===== src/rtl/ysyx_25060170_ifu_fetch.sv =====
// rtl/ysyx_25060170_ifu_fetch.sv - instruction fetch unit: owns the PC, fetches words, presents them to the IDU
// Optional macro IFU_MISALIGN_CHK_EN: misaligned jump/flush targets park the unit in S_ERR.
module ysyx_25060170_ifu_fetch #(
   parameter logic [31:0] RESET_PC = 32'h8000_0000
) (
   input  logic        clk,
   input  logic        rst_n,
   output logic        mem_req_valid,
   input  logic        mem_req_ready,
   output logic [31:0] mem_req_addr,
   input  logic        mem_rsp_valid,
   input  logic [31:0] mem_rsp_data,
   output logic        inst_valid,
   input  logic        inst_ready,
   output logic [31:0] pc_o,
   output logic [31:0] inst_o,
   input  logic        jump_en,
   input  logic [31:0] jump_pc,
   input  logic        flush_i,
   input  logic [31:0] flush_pc,
   output logic        misalign_o
);

`ifdef IFU_MISALIGN_CHK_EN
   typedef enum logic [2:0] {S_IDLE, S_REQ, S_WAIT, S_OUT, S_ERR} state_t;
`else
   typedef enum logic [2:0] {S_IDLE, S_REQ, S_WAIT, S_OUT} state_t;
`endif

   state_t      state, state_nxt;
   logic [31:0] pc, pc_nxt;
   logic [31:0] inst_q, inst_nxt;
   logic [31:0] tgt;
   logic        drop, drop_nxt;
   logic        load;

   always_ff @(posedge clk or negedge rst_n) begin
      if (!rst_n) begin
         state  <= S_IDLE;
         pc     <= RESET_PC;
         drop   <= 1'b0;
         inst_q <= 32'h0;
      end else begin
         state  <= state_nxt;
         pc     <= pc_nxt;
         drop   <= drop_nxt;
         inst_q <= inst_nxt;
      end
   end

   always_comb begin
      state_nxt = state;
      pc_nxt    = pc;
      drop_nxt  = drop;
      inst_nxt  = inst_q;
      load      = 1'b0;
      tgt       = flush_pc;

      case (state)
         S_IDLE: state_nxt = S_REQ;
         S_REQ: begin
            // a flush racing the accept leaves a stale request in flight
            if (mem_req_ready) begin
               state_nxt = S_WAIT;
               drop_nxt  = flush_i;
            end
         end
         S_WAIT: begin
            if (mem_rsp_valid) begin
               drop_nxt = 1'b0;
               if (drop || flush_i) begin
                  state_nxt = S_REQ;
               end else begin
                  inst_nxt  = mem_rsp_data;
                  state_nxt = S_OUT;
               end
            end else if (flush_i) begin
               drop_nxt = 1'b1;
            end
         end
         S_OUT: begin
            if (flush_i || inst_ready) state_nxt = S_REQ;
         end
`ifdef IFU_MISALIGN_CHK_EN
         S_ERR: begin
            if (mem_rsp_valid) drop_nxt = 1'b0;
         end
`endif
         default: state_nxt = S_IDLE;
      endcase

      // flush outranks the decode-stage redirect
      if (flush_i) begin
         load = 1'b1;
      end else if (state == S_OUT && inst_ready) begin
         if (jump_en) begin
            load = 1'b1;
            tgt  = jump_pc;
         end else begin
            pc_nxt = pc + 32'd4;
         end
      end

      if (load) begin
`ifdef IFU_MISALIGN_CHK_EN
         pc_nxt = tgt;
         if (tgt[1:0] != 2'b00) begin
            state_nxt = S_ERR;
         end else if (state == S_ERR) begin
            // a request still in flight must drain before a new one is issued
            state_nxt = (drop && !mem_rsp_valid) ? S_WAIT : S_REQ;
         end
`else
         pc_nxt = tgt & 32'hFFFF_FFFC;
`endif
      end
   end

   assign mem_req_valid = (state == S_REQ);
   assign mem_req_addr  = pc;
   assign inst_valid    = (state == S_OUT);
   assign pc_o          = pc;
   assign inst_o        = inst_q;
`ifdef IFU_MISALIGN_CHK_EN
   assign misalign_o    = (state == S_ERR);
`else
   assign misalign_o    = 1'b0;
`endif

endmodule


===== config.mk =====
export PLATFORM = sky130hd
export DESIGN_NAME = ysyx_25060170_ifu_fetch
export DESIGN_NICKNAME = d
export VERILOG_FILES = /design/src/rtl/ysyx_25060170_ifu_fetch.sv
export SDC_FILE = /design/constraint.sdc
export NUM_CORES = 1
export LEC_CHECK = 0
export CAP_MARGIN = 25
export CORE_MARGIN = 1.5
export CORE_UTILIZATION = 37
export DETAILED_ROUTE_END_ITERATION = 10
export GPL_TIMING_DRIVEN = 0
export PLACE_DENSITY = 0.8
export SYNTH_ARGS = -nofsm -noshare
export SYNTH_HDL_FRONTEND = slang
export SYNTH_SLANG_ARGS = --single-unit

===== constraint.sdc =====
create_clock -name clk -period 1.63 [get_ports clk]
set_clock_uncertainty 0.1 [all_clocks]
set_input_delay 0.326 -clock clk [delete_from_list [all_inputs] [get_ports clk]]
set_output_delay 0.326 -clock clk [all_outputs]
set_load 0.03 [all_outputs]

# == Word level (Yosys, flattened, before mapping) ==
# Index checks and enable logic that the tools add are counted.
# op_classes
mux,19
n_reduce_logical,10
n_eq_ne,9
bitwise_logic,1
add_sub_neg,1
# ops
cell,count
32-bit two-way mux,7
32-bit by 3-bit adder with 32-bit output (second input constant),1
3-bit one-hot mux with 4 select lines,1
3-bit AND reduction,4
3-bit two-way mux,3
2-bit by 1-bit != test with 1-bit output (second input constant),4
3-bit by 2-bit == test with 1-bit output (second input constant),2
1-bit two-way mux,6
2-bit nonzero test,2
3-bit by 1-bit == test with 1-bit output (second input constant),1
3-bit logical NOT,1
3-bit != test (second input constant),1
1-bit logical OR,2
2-bit two-way mux,1
2-bit != test (second input constant),1
1-bit one-hot mux with 2 select lines,1
1-bit logical AND,1
1-bit NOT,1
# totals
input_bits,103
output_inout_bits,99
reg_bits,68
word_cells,44

# == Longest topological paths before layout ==
# Gate-level depths: netlist of the first run.
# logic_depth
word_depth,6
depth_mapped,7

# == Worst setup path before layout of the first run ==
# Ideal clock, no wire load.
# synth_path
path_kind,flip-flop to flip-flop
start,register pc[2] (netlist: mem_req_addr[2])
end,register pc[28] (netlist: mem_req_addr[28])
slack_ps,-332
synth_period_minus_slack_ps,1962
stages_incl_launch_ff,7
setup_time_ps,131
t_arrival_ps,1731
path_cell_list,dfrtp_1 > ha_1 > and3_1 > nand3_1 > nor4_4 > and4_2 > nor3_2
# synth_via
elab_chain_cells,5
# synth_rtl
element,line_no,rtl
start: declaration,31,"logic [31:0] pc, pc_nxt;"
start signal: assignment,45,pc <= pc_nxt;
32-bit by 3-bit adder with 32-bit output,100,pc_nxt = pc + 32'd4;
32-bit two-way mux,96,if (jump_en) begin
32-bit two-way mux,95,end else if (state == S_OUT && inst_ready) begin
32-bit two-way mux,93,if (flush_i) begin
32-bit two-way mux,104,if (load) begin
# Every way passes these cells. The select of a mux whose other input is x is not followed.
# A chain may end at the register's enable or synchronous reset.

# == Worst setup path after layout of the first run ==
# layout_path
start,register pc[2] (netlist: mem_req_addr[2])
end,register pc[31] (netlist: mem_req_addr[31])
# The elaborated chain is that of the path after synthesis.

==> results of run 1 <==
## critical path: stages (launching register included)
cell	delay (ns)
dfrtp_2	0.46
buf_6	0.13
nand4_4	0.10
nor4_4	0.31
nand4_1	0.20
or4_4	0.45
nand3_2	0.08
## flip-flops by register name (all words and copies together) (netlist names)
| name | flops |
|---|---|
| drop | 1 |
| mem_req_addr | 30 |
| inst_o | 32 |
| state | 2 |
## through the flow
stage          util, %  cell area [um2]  std cells
2_1_floorplan        -             4040        400
3_3_place_gp      59.4             6130        728
3_5_place_dp      59.3             6120        728
4_1_cts           65.4             6750        783
5_1_grt           69.8             7210        820
6_report          69.8             7210        820
## synth_stat cells (all sizes together), types with 5 or more instances
master  number  area (um2)
nand3       14        75.1
a311oi       5        43.8
nor4         5        82.6
buf         53         365
nor3        13        75.1
nor3b        6        45.0
a22o         5        45.0
mux2        35         394
nand2       20        77.6
a21oi       31         159
a211oi       6        45.0
and4         8        76.3
and3        10        62.6
nand4        7        71.3
a31oi        6        37.5
clkbuf       5        18.8
o21ai       28         140
mux2i        8        80.1
dfrtp       64        1600
and2         6        40.0
nor2        18        67.6
## power by group
| group | internal [mW] | switching, mW | leakage, nW |
|---|---|---|---|
| Clock | 0.537 | 0.658 | 0.0790 |
| Sequential | 2.26 | 0.573 | 0.773 |
| Combinational | 2.67 | 3.46 | 2.42 |
| Total | 5.46 | 4.69 | 3.27 |
## per-layer routing
metal  vias up  track usage [%]
li1       2017                -
met1      2205             31.2
met2       342             44.1
met3        69             9.63
met4         0             15.3
met5         -                0
## how the worst max path moves through the flow
stage | to | start | slack (ns) | cells after the start
final | mem_req_addr[31] | mem_req_addr[2] | -0.26 | 6
after floorplan | mem_req_addr[28] | mem_req_addr[13] | -0.15 | 5
after global routing | mem_req_addr[31] | mem_req_addr[8] | -0.31 | 6
after CTS | mem_req_addr[30] | mem_req_addr[2] | -0.19 | 6
after detailed placement | state[1] | flush_i | -0.85 | 7
after global placement | mem_req_addr[2] | rst_n | -2.29 | 1
## area by class of cell
cell class / instances / share of cell area, %
Multi-Input combinational cell: 274 / 31.9
Antenna cell: 1 / 0.0347
Timing Repair Buffer: 270 / 33.6
Clock buffer: 11 / 1.82
Tap cell: 136 / 2.36
Clock inverter: 4 / 0.312
Inverter: 3 / 0.174
Sequential cell: 65 / 23.0
Buffer: 56 / 6.77
## repair_timing
| action | 4_1_cts | 5_1_grt |
|---|---|---|
| pin swaps | 11 | 40 |
| gates resized for setup | 333 | 123 |
| cloned | 5 | 2 |
| endpoints found under the hold margin | 0 | 0 |
| hold buffers | 0 | 0 |
| setup buffers | 36 | 37 |
| endpoints found under the setup margin | 155 | 92 |
## cells by family (layout without fill, tap and decap cells)
kind of cell	after synthesis	after routing	share of synthesized area [%]
flops	65	65	41.2
buf+inv	61	344	10.0
other cells	1	6	0.0950
fa+ha+maj	1	1	0.317
simple gates	117	117	18.9
mux	43	43	12.0
compound gates	108	108	17.4
==> summary.md, run 1 <==
| Metric | Value |
|---|---|
| Critical Path End Type | `flip-flop` |
| Pin count of the biggest net entering global routing | `66` |
| GP Congestion | `0.873` |
| Starting DRC count in detailed routing | `311` |
| RR Endpoint | `mem_req_addr[31]` |
| Tightest Pin Transition | `0.854 ns` |
| Peak supply drop | `0.00101 V` |
| Routed Antenna Nets | `0` |
| Rows | `37` |
| RR Startpoint | `mem_req_addr[2]` |
| Nets | `783` |
| Failing checks | `negative hold slack, negative setup slack` |
| Fin crit share | `116%` |
| Number of synthesized flops with an enable pin | `0` |
| Setup TNS | `-3.40 ns` |
| Setup violators final | `24` |
| Die width | `106 um` |
| Share of cells above drive strength 1 | `48.8%` |
| CTS tree | `built` |
| Post-placement worst setup slack | `-0.846 ns` |
| Die Ht | `106 um` |
| Area occupied by multi-input gates | `2300 um2` |
| Critical path launch point type | `flip-flop` |
| Final routed DRC violation total | `0` |
| Initial Utilization | `38.2%` |
| Hold Slack | `-0.0294 ns` |
| Routed len/inst | `20.2 um` |
| Sink Count | `65` |
| Register area | `1660 um2` |
| Yosys warnings | `0` |
| Via Count | `4633` |
| Number of I/O pins | `202` |
| Die area | `11300 um2` |
| Gr ovfl total | `0` |
| Total routed wirelength | `16.6 mm` |
| Leak | `3.27 nW` |
| First-pass iteration count of the detailed router | `5` |
| Synthesized area per cell | `9.97 um2` |
| RSZ-0062 raised after global routing | `yes` |
| Max clock buf depth | `2` |
| Commonest non-fill, non-tap cell in the layout | `clkdlybuf4s50_1` |
| Reg2reg path depth | `6` |
| Relative slew margins | `43.1%` |
| Fillcell total | `768` |
| Total Power | `10.2 mW` |
| Number of port buffers | `192` |
| Root Driver | `clkbuf_8` |
| H-tree depth | `3` |
| Synthesized area | `3950 um2` |
| Commonest cells after routing, fill and taps aside | `clkdlybuf4s50_1 (94), buf_4 (91), buf_6 (42), dlygate4sd2_1 (40), dfrtp_1 (38)` |
| Total CTS buffers | `9` |
| Hold crit path type | `input port to async pin` |
| Critical path type | `flip-flop to flip-flop` |
| Crit path required time | `1.84 ns` |
| DPL Wire Length | `10.3 mm` |
| Core area | `10300 um2` |
| Register bit count reported by yosys | `65` |
| Fin. Hold Viols | `27` |
| Met2 Routed Length | `7.94 mm` |
| Top Metal Used | `met4` |
| Gate Count Post-Synth | `396` |
| Post-layout min period | `1.89 ns` |
| R2r setup slk | `-0.26 ns` |
| P per Cell Area | `1410 nW/um2` |
| Final-report max-slew violation count | `0` |
| Max_cap viols | `0` |
| Metal-1 WL | `5.87 mm` |
| Synthesis-to-layout area growth | `82.7%` |
| Clk_lat worst skew | `0.36 ns` |
| Seq/Total Area, Yosys | `41.2%` |
| Final worst slack | `-0.265 ns` |
| GR Util All Layers | `27.3%` |
| Arr. time, crit path | `2.10 ns` |
| Netlist cell types | `64` |
| Worst-path clk slew | `0.08 ns` |
| Routed met3 length | `2.03 mm` |
| Crit-path max FO | `3` |
| Outcome | `complete, but fails checks` |
| Ys flop type | `dfrtp_1` |
| Async S/R FF share, synth | `100%` |
| Initial antenna violation count | `1` |
| Vias in the first global route | `4538` |
| Global-route wire length before repair | `23.8 mm` |
| Fmax | `0.528 GHz` |
| Via/cell ratio | `5.65` |
No activity file was read; power rests on OpenSTA's default activity.
==> inputs of run 2 (changes only) <==
--- a/config.mk
+++ b/config.mk
@@ -6,11 +6,11 @@
 export NUM_CORES = 1
 export LEC_CHECK = 0
 export CAP_MARGIN = 25
-export CORE_MARGIN = 1.5
-export CORE_UTILIZATION = 37
+export CORE_MARGIN = 2
+export CORE_UTILIZATION = 41
 export DETAILED_ROUTE_END_ITERATION = 10
 export GPL_TIMING_DRIVEN = 0
-export PLACE_DENSITY = 0.8
+export PLACE_DENSITY = 0.84
 export SYNTH_ARGS = -nofsm -noshare
 export SYNTH_HDL_FRONTEND = slang
 export SYNTH_SLANG_ARGS = --single-unit
==> constraint.sdc (replaced) <==
create_clock -name clk -period 1.8 [get_ports clk]
set_clock_uncertainty 0.1 [all_clocks]
set_input_delay 0.36 -clock clk [delete_from_list [all_inputs] [get_ports clk]]
set_output_delay 0.36 -clock clk [all_outputs]
set_load 0.03 [all_outputs]
==> run 2 against run 1 <==
  * The run ends with negative setup slack left
  * Die area is 7.7% lower
  * Utilization is 2.8 points higher
  * Global-route usage is 0.49 points lower
  * Sequential cell count unchanged
  * First-iteration DRC count decreased by 8.0%
  * Power fell by 13%
  * Critical path type unchanged
==> summary.md, run 2 (synthesis gave the netlist of run 1 again) <==
| Metric | Value |
|---|---|
| Via/cell ratio | `5.51 (-2.4%)` |
| Fmax | `0.534 GHz (+1.2%)` |
| Synthesis-to-layout area growth | `70.9%` |
| Clk_lat worst skew | `0.34 ns (-0.02 ns)` |
| First-pass iteration count of the detailed router | `5 (unchanged)` |
| CTS tree | `built` |
| Number of port buffers | `192 (unchanged)` |
| Core area | `9280 um2 (-10%)` |
| P_int | `4.85 mW (-11%)` |
| Peak supply drop | `0.00109 V (+8.5%)` |
| Final routed DRC violation total | `0 (unchanged)` |
| Hold crit path type | `input port to async pin` |
| Outcome | `complete, but fails checks` |
| Final Cell Area | `6750 um2 (-6.4%)` |
| NetSw | `3.97 mW (-15%)` |
| Rows | `35 (-5.4%)` |
| Die width | `102 um (-3.9%)` |
| Failing checks | `negative setup slack` |
| Nets | `746 (-4.7%)` |
| GP Congestion | `0.912 (+4.5%)` |
| DPL Wire Length | `10.1 mm (-1.9%)` |
| Relative slew margins | `42.3% (-0.79 points)` |
| Arr. time, crit path | `2.02 ns (-0.08 ns)` |
| Critical Path End Type | `flip-flop` |
| Flop pwr share | `29.6% (+1.7 points)` |
| Starting DRC count in detailed routing | `286 (-8.0%)` |
| Tightest Pin Transition | `0.866 ns (+0.0119 ns)` |
| Routed len/inst | `18.9 um (-6.5%)` |
| RSZ-0062 raised after global routing | `yes` |
| Die area | `10400 um2 (-7.7%)` |
| Final worst slack | `-0.0721 ns (+0.193 ns)` |
| Fin. Hold Viols | `0 (-100%)` |
| Post-layout min period | `1.87 ns (-0.0227 ns)` |
| Max_cap viols | `0 (unchanged)` |
| Gate power share | `54.4% (-6.0 points)` |
| Root Driver | `clkbuf_8` |
| Total routed wirelength | `14.7 mm (-11%)` |
| Routed Antenna Nets | `0 (unchanged)` |
| Final-report max-slew violation count | `0 (unchanged)` |
| Die Ht | `102 um (-3.9%)` |
| Crit-path max FO | `8 (+5)` |
| Via Count | `4277 (-7.7%)` |
| Commonest non-fill, non-tap cell in the layout | `clkdlybuf4s50_1` |
| Total CTS buffers | `9 (unchanged)` |
| P per Cell Area | `1310 nW/um2 (-7.1%)` |
| Crit path required time | `1.95 ns (+0.11 ns)` |
| Sink Count | `65 (unchanged)` |
| Share of cells above drive strength 1 | `36.0% (-13 points)` |
| Max FFs per register | `32 (unchanged)` |
| Dpl cell area | `6070 um2 (-0.94%)` |
| Vias in the first global route | `4257 (-6.2%)` |
| Initial antenna violation count | `0 (-1)` |
| Post-placement worst setup slack | `-0.725 ns (+0.121 ns)` |
| Post-CTS Hold Fix Bufs | `0 (unchanged)` |
| H-tree depth | `3 (unchanged)` |
| Leak | `3.07 nW (-6.1%)` |
| Critical path type | `flip-flop to flip-flop` |
| Commonest cells after routing, fill and taps aside | `clkdlybuf4s50_1 (94), buf_4 (80), dlygate4sd2_1 (69), dfrtp_1 (42), mux2_2 (35)` |
| Setup violators final | `5 (-79%)` |
| Worst-path clk slew | `0.08 ns (about the same)` |
| Gr ovfl total | `0 (unchanged)` |
| Switch share | `45.0% (-1.2 points)` |
| Number of I/O pins | `202 (unchanged)` |
| Initial Utilization | `42.5% (+4.3 points)` |
| ANT cells | `0 (-1)` |
| Global-route wire length before repair | `21.5 mm (-9.6%)` |
| Pin count of the biggest net entering global routing | `66 (unchanged)` |
| Critical path launch point type | `flip-flop` |
| Fin crit share | `104% (-12 points)` |
| GR Util All Layers | `26.8% (-0.49 points)` |
| Clock share of power | `16.0% (+4.2 points)` |
| Max clock buf depth | `2 (unchanged)` |
## run 2: path summary, 6_finish.rpt
kind	startpoint	end	slack, ns	depth (start not counted)
min in group clk	flush_i	drop	0.40	3
max in group asynchronous	rst_n	mem_req_addr[6]	0.96	1
setup / recovery	mem_req_addr[14]	mem_req_addr[30]	-0.07	5
setup reg to reg	mem_req_addr[14]	mem_req_addr[30]	-0.07	5
hold reg to reg	inst_o[25]	inst_o[25]	0.40	1
hold / removal	rst_n	mem_req_addr[14]	0.02	1
## run 2: worst max-delay path, stage by stage, from the launching register on
cell and delay (ns):
dfrtp_2 0.44, and4_4 0.29, nand4_4 0.16, nor4_4 0.41, a211oi_1 0.15, a311oi_1 0.23
## run 2: stage by stage
stage	std cells	utilization, %	total power, mW	TNS [ns]	hold WS (ns)
6_report	776	72.7	8.82	-0.190	0.0180
5_1_grt	776	72.7	9.26	-0.858	0.0762
2_1_floorplan	400	-	5.30	-0.0256	-0.0356
3_3_place_gp	721	65.4	7.30	-153.77	0.388
4_1_cts	748	68.9	8.48	-0.529	0.0469
3_5_place_dp	721	65.4	7.43	-28.45	0.393
## run 2: power groups by stage
stage,combinational [mW],sequential [mW],clock (mW)
3_3_place_gp,4.73,2.57,0
5_1_grt,5.06,2.69,1.51
6_report,4.80,2.61,1.41
2_1_floorplan,1.77,3.53,0
3_5_place_dp,4.82,2.62,0
4_1_cts,4.47,2.58,1.43
## run 2: metal layers
metal | part of all wire (%) | GRT usage, %
met2 | 49 | 45.4
met5 | 0 | 0
met4 | 2.6 | 10.1
met1 | 36 | 30.0
met3 | 12 | 11.3
## run 2: layout make-up
| cell class | instances | area, um2 |
|---|---|---|
| Clock inverter | 5 | 80.1 |
| Fill cell | 718 | 2540 |
| Buffer | 57 | 458 |
| Multi-Input combinational cell | 274 | 2130 |
| Tap cell | 129 | 161 |
| Clock buffer | 11 | 141 |
| Sequential cell | 65 | 1660 |
| Timing Repair Buffer | 232 | 2110 |
| Inverter | 3 | 12.5 |
## run 2: repair_timing
item                       in CTS  in global routing
buffers inserted               11                 26
setup endpoints to repair     155                 78
pin swaps                       3                 19
cloned                          1                  2
gates resized for setup       149                 93
==> inputs of run 3 (changes only) <==
--- a/config.mk
+++ b/config.mk
@@ -5,9 +5,10 @@
 export SDC_FILE = /design/constraint.sdc
 export NUM_CORES = 1
 export LEC_CHECK = 0
-export CAP_MARGIN = 25
+export CAP_MARGIN = 0
 export CORE_MARGIN = 2
 export CORE_UTILIZATION = 41
+export CTS_CLUSTER_SIZE = 24
 export DETAILED_ROUTE_END_ITERATION = 10
 export GPL_TIMING_DRIVEN = 0
 export PLACE_DENSITY = 0.84
==> results of run 3 <==
The final DEF is identical to that of run 2; final timing and power are the same.
